<file path="src/rtl/switch_debouncer.sv">
// rtl/switch_debouncer.sv - synchronizes and debounces a raw switch level, with rise/fall pulses
module switch_debouncer #(
    parameter int SYNC_STAGES  = 2,
    parameter int STABLE_COUNT = 250000,
    parameter int CNT_WIDTH    = 18
) (
    input  logic clk,
    input  logic rst_n,
    input  logic raw_in,
    output logic clean_out,
    output logic rise_pulse,
    output logic fall_pulse,
    output logic busy
);

    typedef enum logic [1:0] {
        STABLE_LO = 2'd0,
        WAIT_HI   = 2'd1,
        STABLE_HI = 2'd2,
        WAIT_LO   = 2'd3
    } state_t;

    localparam logic [CNT_WIDTH-1:0] CNT_LAST = CNT_WIDTH'(STABLE_COUNT - 1);

    logic [SYNC_STAGES-1:0] sync_chain_d;
    logic [SYNC_STAGES-1:0] sync_chain_q;
    logic                   sync_q;

    state_t                 state_d;
    state_t                 state_q;
    logic [CNT_WIDTH-1:0]   cnt_d;
    logic [CNT_WIDTH-1:0]   cnt_q;
    logic                   clean_d;
    logic                   clean_q;
    logic                   rise_d;
    logic                   rise_q;
    logic                   fall_d;
    logic                   fall_q;
    logic                   busy_d;
    logic                   busy_q;

    // Shift the raw level into the synchronizer; only stage 0 touches raw_in.
    always_comb begin
        sync_chain_d = {sync_chain_q[SYNC_STAGES-2:0], raw_in};
    end

    assign sync_q = sync_chain_q[SYNC_STAGES-1];

    // Synchronizer chain registers.
    always_ff @(posedge clk or negedge rst_n) begin
        if (!rst_n) begin
            sync_chain_q <= '0;
        end else begin
            sync_chain_q <= sync_chain_d;
        end
    end

    // Next-state logic: a departure from the clean level must persist for
    // STABLE_COUNT consecutive cycles; any return aborts and discards the count.
    always_comb begin
        state_d = state_q;
        cnt_d   = cnt_q;
        clean_d = clean_q;
        rise_d  = 1'b0;
        fall_d  = 1'b0;
        case (state_q)
            STABLE_LO: begin
                clean_d = 1'b0;
                cnt_d   = '0;
                if (sync_q) begin
                    state_d = WAIT_HI;
                end
            end
            WAIT_HI: begin
                if (!sync_q) begin
                    state_d = STABLE_LO;
                    cnt_d   = '0;
                end else if (cnt_q == CNT_LAST) begin
                    state_d = STABLE_HI;
                    cnt_d   = '0;
                    clean_d = 1'b1;
                    rise_d  = 1'b1;
                end else begin
                    cnt_d = cnt_q + 1'b1;
                end
            end
            STABLE_HI: begin
                clean_d = 1'b1;
                cnt_d   = '0;
                if (!sync_q) begin
                    state_d = WAIT_LO;
                end
            end
            WAIT_LO: begin
                if (sync_q) begin
                    state_d = STABLE_HI;
                    cnt_d   = '0;
                end else if (cnt_q == CNT_LAST) begin
                    state_d = STABLE_LO;
                    cnt_d   = '0;
                    clean_d = 1'b0;
                    fall_d  = 1'b1;
                end else begin
                    cnt_d = cnt_q + 1'b1;
                end
            end
            default: begin
                state_d = STABLE_LO;
                cnt_d   = '0;
                clean_d = 1'b0;
            end
        endcase
        busy_d = (state_d == WAIT_HI) || (state_d == WAIT_LO);
    end

    // FSM state, counter and registered outputs.
    always_ff @(posedge clk or negedge rst_n) begin
        if (!rst_n) begin
            state_q <= STABLE_LO;
            cnt_q   <= '0;
            clean_q <= 1'b0;
            rise_q  <= 1'b0;
            fall_q  <= 1'b0;
            busy_q  <= 1'b0;
        end else begin
            state_q <= state_d;
            cnt_q   <= cnt_d;
            clean_q <= clean_d;
            rise_q  <= rise_d;
            fall_q  <= fall_d;
            busy_q  <= busy_d;
        end
    end

    assign clean_out  = clean_q;
    assign rise_pulse = rise_q;
    assign fall_pulse = fall_q;
    assign busy       = busy_q;

endmodule

</file>
<file path="config.mk">
export PLATFORM = sky130hd
export DESIGN_NAME = switch_debouncer
export DESIGN_NICKNAME = d
export VERILOG_FILES = /design/src/rtl/switch_debouncer.sv
export SDC_FILE = /design/constraint.sdc
export NUM_CORES = 1
export LEC_CHECK = 0
export BUFFER_PORTS_ARGS = -buffer_cell sky130_fd_sc_hd__buf_2
export CORE_MARGIN = 5
export CORE_UTILIZATION = 45
export CTS_BUF_LIST = sky130_fd_sc_hd__clkbuf_4
export CTS_CLUSTER_SIZE = 14
export DETAILED_ROUTE_END_ITERATION = 10
export PLACE_DENSITY = 0.61
export SLEW_MARGIN = 40
export SYNTH_ARGS = -nofsm -noshare
export SYNTH_HDL_FRONTEND = slang
export SYNTH_SLANG_ARGS = --single-unit
export TNS_END_PERCENT = 50
</file>
<file path="constraint.sdc">
create_clock -name clk -period 3.8 [get_ports clk]
set_clock_uncertainty 0.1 [all_clocks]
set_input_delay 0.76 -clock clk [delete_from_list [all_inputs] [get_ports clk]]
set_output_delay 0.76 -clock clk [all_outputs]
set_load 0.005 [all_outputs]
</file>
==> metrics.md <==
| Metric | Value |
|---|---|
| Remaining antenna violation count | `0` |
| Part of the power in combinational logic | `0.292` |
| Fin nets | `142` |
| CP startpoint kind | `flop` |
| Syn avg cell area | `10.01 µm²` |
| Hold path cells | `0` |
| Max-Cap Viols | `0` |
| Worst hold margin | `0.2784 ns` |
| Clock buffer depth | `2` |
| Peak VDD IR | `351.7 µV` |
| Main synth FF type | `dfrtp_1` |
| Layout cell share with drive strength beyond 1 | `0.1128` |
| Avg WL per Cell | `~13 µm` |
| Core area | `about 2700 µm²` |
| Status | `completed` |
| Clk root buf | `clkbuf_4` |
| CTS tree | `done` |
| Leak pwr | `0.0005963 µW` |
| Sequential fraction of the synthesis area | `0.5000` |
| Initial antenna violation count | `0` |
| Gr ovfl total | `0` |
| Syn Nets | `approximately 130` |
| Number of global-route vias before repair | `947` |
| Final Slew Violations | `0` |
| Synth Register Bits | `25` |
| Critical Path Fanout Max | `7` |
| First-pass GRT wire length | `4215 µm` |
| Path category of the worst min-delay check | `reg -> reg` |
| CP arrival | `2.34 ns` |
| Crit Path Class | `reg -> reg` |
| Sink Count | `25` |
| CTS H-tree depth | `1` |
| Slew HR | `0.6355` |
| Gates resized, CTS repair | `0` |
| Synth top area share | `0.5000` |
| Final hold violation count | `0` |
| N_diodes | `0` |
| Vias per cell | `5.250` |
| Post-synth EDFFs | `0` |
| CTS Buf Count | `3` |
| Worst-margin pin slew | `~0.55 ns` |
| Cts hold-fix bufs | `0` |
| Leading area contributor after synthesis | `dfrtp_1` |
| Starting Density | `0.4617` |
| Post-CTS setup buffers | `0` |
| Full die area | `3935 µm²` |
| Worst path required time | `roughly 4.0 ns` |
| Net Sw Frac | `0.3392` |
| Synth async-reset ratio | `1.000` |
| PortBufs | `6` |
| Unique cell type count in the Yosys netlist | `31` |
| Synth Cell Area | `1251 µm²` |
| Via count | `~860` |
| RSZ-0062 raised after global routing | `no` |
| Worst-case reg-to-reg path depth | `6` |
| Clock power frac | `0.201` |
| DP HPWL | `1585 µm` |
| FMAX | `0.4556 GHz` |
| Power Density | `461.8 nW/µm²` |
| Register area | `approximately 630 µm²` |
| Fin crit share | `0.5776` |
| P_int | `406.3 µW` |
| Switching pwr | `208.5 µW` |
| Dpl cell area | `1301 µm²` |
| DRT Pass-1 Iters | `4` |
| Post-Place Cells | `160` |
| GRT Util Overall | `0.1328` |
| Fin Setup TNS | `0 ns` |
| Die width | `62.73 µm` |
| Number of fill cells | `270` |
| Routed wire length | `between 2000 and 2500 µm` |
| Clock-pin slew on the worst setup and hold paths | `0.12 ns` |
| Final setup viols | `0` |
| Final Wtd Congestion | `0.7471` |
| Power share of the sequential group | `0.507` |
| Clock Latency Late Sink | `0.32 ns` |
| Multi-input logic area | `580.6 µm²` |
| Clock period minus final worst setup slack | `2.195 ns` |
| Synth top area cells | `dfrtp_1 (50%), xor2_1 (8.4%), nor2_1 (6.9%)` |
| Row count | `19` |
| Design area | `approximately 1300 µm²` |
| YS warnings | `0` |
| # DRC | `0` |
| Largest net degree at the start of global routing | `26` |
| DRT iter0 DRCs | `between 70 and 80` |
| Layout Cells excl Fill | `164` |
| Area grow syn2layout | `6.400%` |
| Die H | `62.73 µm` |
| Cells after Synth | `around 130` |
| Crit end category | `flop` |
| Num ports | `7` |
per-layer routing:
layer | part of all wire | global-route usage
met3 | 0.040 | 0.04317
met1 | 0.47 | 0.1621
met4 | 0.013 | 0.05040
met2 | 0.48 | 0.2163
met5 | 0 | 0
area by class of cell:
type | instances | share of cell area
multi-input cells | 91 | 0.4361
well taps | 31 | 0.02914
repair buffers | 6 | 0.02256
flip-flops and latches | 25 | 0.4699
inverters | 7 | 0.01974
clock buffers | 4 | 0.02256
synthesized netlist by cell type (all sizes together) (2+ instances only):
| master | n |
|---|---|
| a21o | 2 |
| nor2 | 23 |
| a21oi | 5 |
| nand4 | 4 |
| xnor2 | 4 |
| inv | 7 |
| and4 | 2 |
| o21ai | 2 |
| ha | 5 |
| dfrtp | 25 |
| nand3 | 8 |
| xor2 | 12 |
| buf | 2 |
| nand2 | 11 |
power groups by stage:
stage	Combinational [µW]	Sequential (µW)	Clock [µW]
2_1_floorplan	138	313	0
3_3_place_gp	177	315	0
3_5_place_dp	180	316	0
4_1_cts	181	312	132
5_1_grt	209	318	148
6_report	180	311	124
placed cells by master, fill, tap and decap left out:
| cell type | synthesis | routed |
|---|---|---|
| o31ai_1 | 1 | 1 |
| nor4_1 | 1 | 1 |
| a21oi_2 | 1 | 1 |
| nand2_1 | 10 | 10 |
| buf_2 | 0 | 6 |
| o21ai_0 | 2 | 2 |
| nand3_2 | 1 | 1 |
| ha_1 | 5 | 5 |
| a211oi_1 | 1 | 1 |
| nand3_1 | 7 | 7 |
| o21a_1 | 1 | 1 |
| or4_4 | 1 | 1 |
| mux2i_1 | 1 | 1 |
| and3_2 | 1 | 1 |
| inv_1 | 7 | 7 |
| a31oi_1 | 1 | 1 |
| a21o_1 | 2 | 2 |
| xor2_1 | 12 | 12 |
| nand4_1 | 4 | 4 |
| a21oi_1 | 4 | 4 |
| and2_1 | 1 | 1 |
| nor4b_1 | 1 | 1 |
| or2_0 | 1 | 1 |
| clkbuf_4 | 0 | 4 |
| xnor2_1 | 4 | 4 |
| o32ai_1 | 1 | 1 |
| nand2_4 | 1 | 1 |
| nand3b_1 | 1 | 1 |
| dfrtp_1 | 25 | 25 |
| and4_1 | 2 | 2 |
| nor2_1 | 23 | 23 |
logic make-up (layout without fill, tap and decap cells):
logic type	count (synthesis)	after routing	share of synthesized area
DFF	25	25	0.5000
adders and majority gates	5	5	0.05000
buffers and inverters	9	17	0.03601
AOI/OAI and AO/OA	14	14	0.07301
xor gates and xnor gates	16	16	0.1120
and+or+nand+nor	55	55	0.2210
muxes	1	1	0.008000
worst max-delay path: stages (launching register included):
cell and delay (ns):
dfrtp_1 0.42, ha_1 0.21, nand3_2 0.12, or4_4 0.52, or2_0 0.37, a21o_1 0.23
a31oi_1 0.16
metrics by stage:
step / power (µW) / utilization / worst slack (ns)
6_report: 614.8 / 0.4912 / 1.605
5_1_grt: 675.2 / 0.4912 / 1.456
4_1_cts: 624.5 / 0.4912 / 1.595
3_5_place_dp: 496.9 / 0.4801 / 1.618
3_3_place_gp: 492.3 / 0.4801 / 1.702
2_1_floorplan: 450.9 / - / 1.806
registers in the layout, indices dropped and copies added, names as in the netlist:
register	count
clean_out	1
cnt_q	18
fall_pulse	1
rise_pulse	1
state_q	2
sync_chain_q	2
path summary, 6_finish.rpt:
path                                            from  slack (ns)                         to
setup / recovery                  cnt_q[0]$_DFF_PN0_        1.61       state_q[1]$_DFF_PN0_
max in group asynchronous                      rst_n        2.93         cnt_q[6]$_DFF_PN0_
hold / removal             sync_chain_q[0]$_DFF_PN0_        0.28  sync_chain_q[1]$_DFF_PN0_
min in group asynchronous                      rst_n        0.31         cnt_q[8]$_DFF_PN0_
hold reg to reg            sync_chain_q[0]$_DFF_PN0_        0.28  sync_chain_q[1]$_DFF_PN0_
setup reg to reg                  cnt_q[0]$_DFF_PN0_        1.61       state_q[1]$_DFF_PN0_
Power figures use the tool's default switching activity.
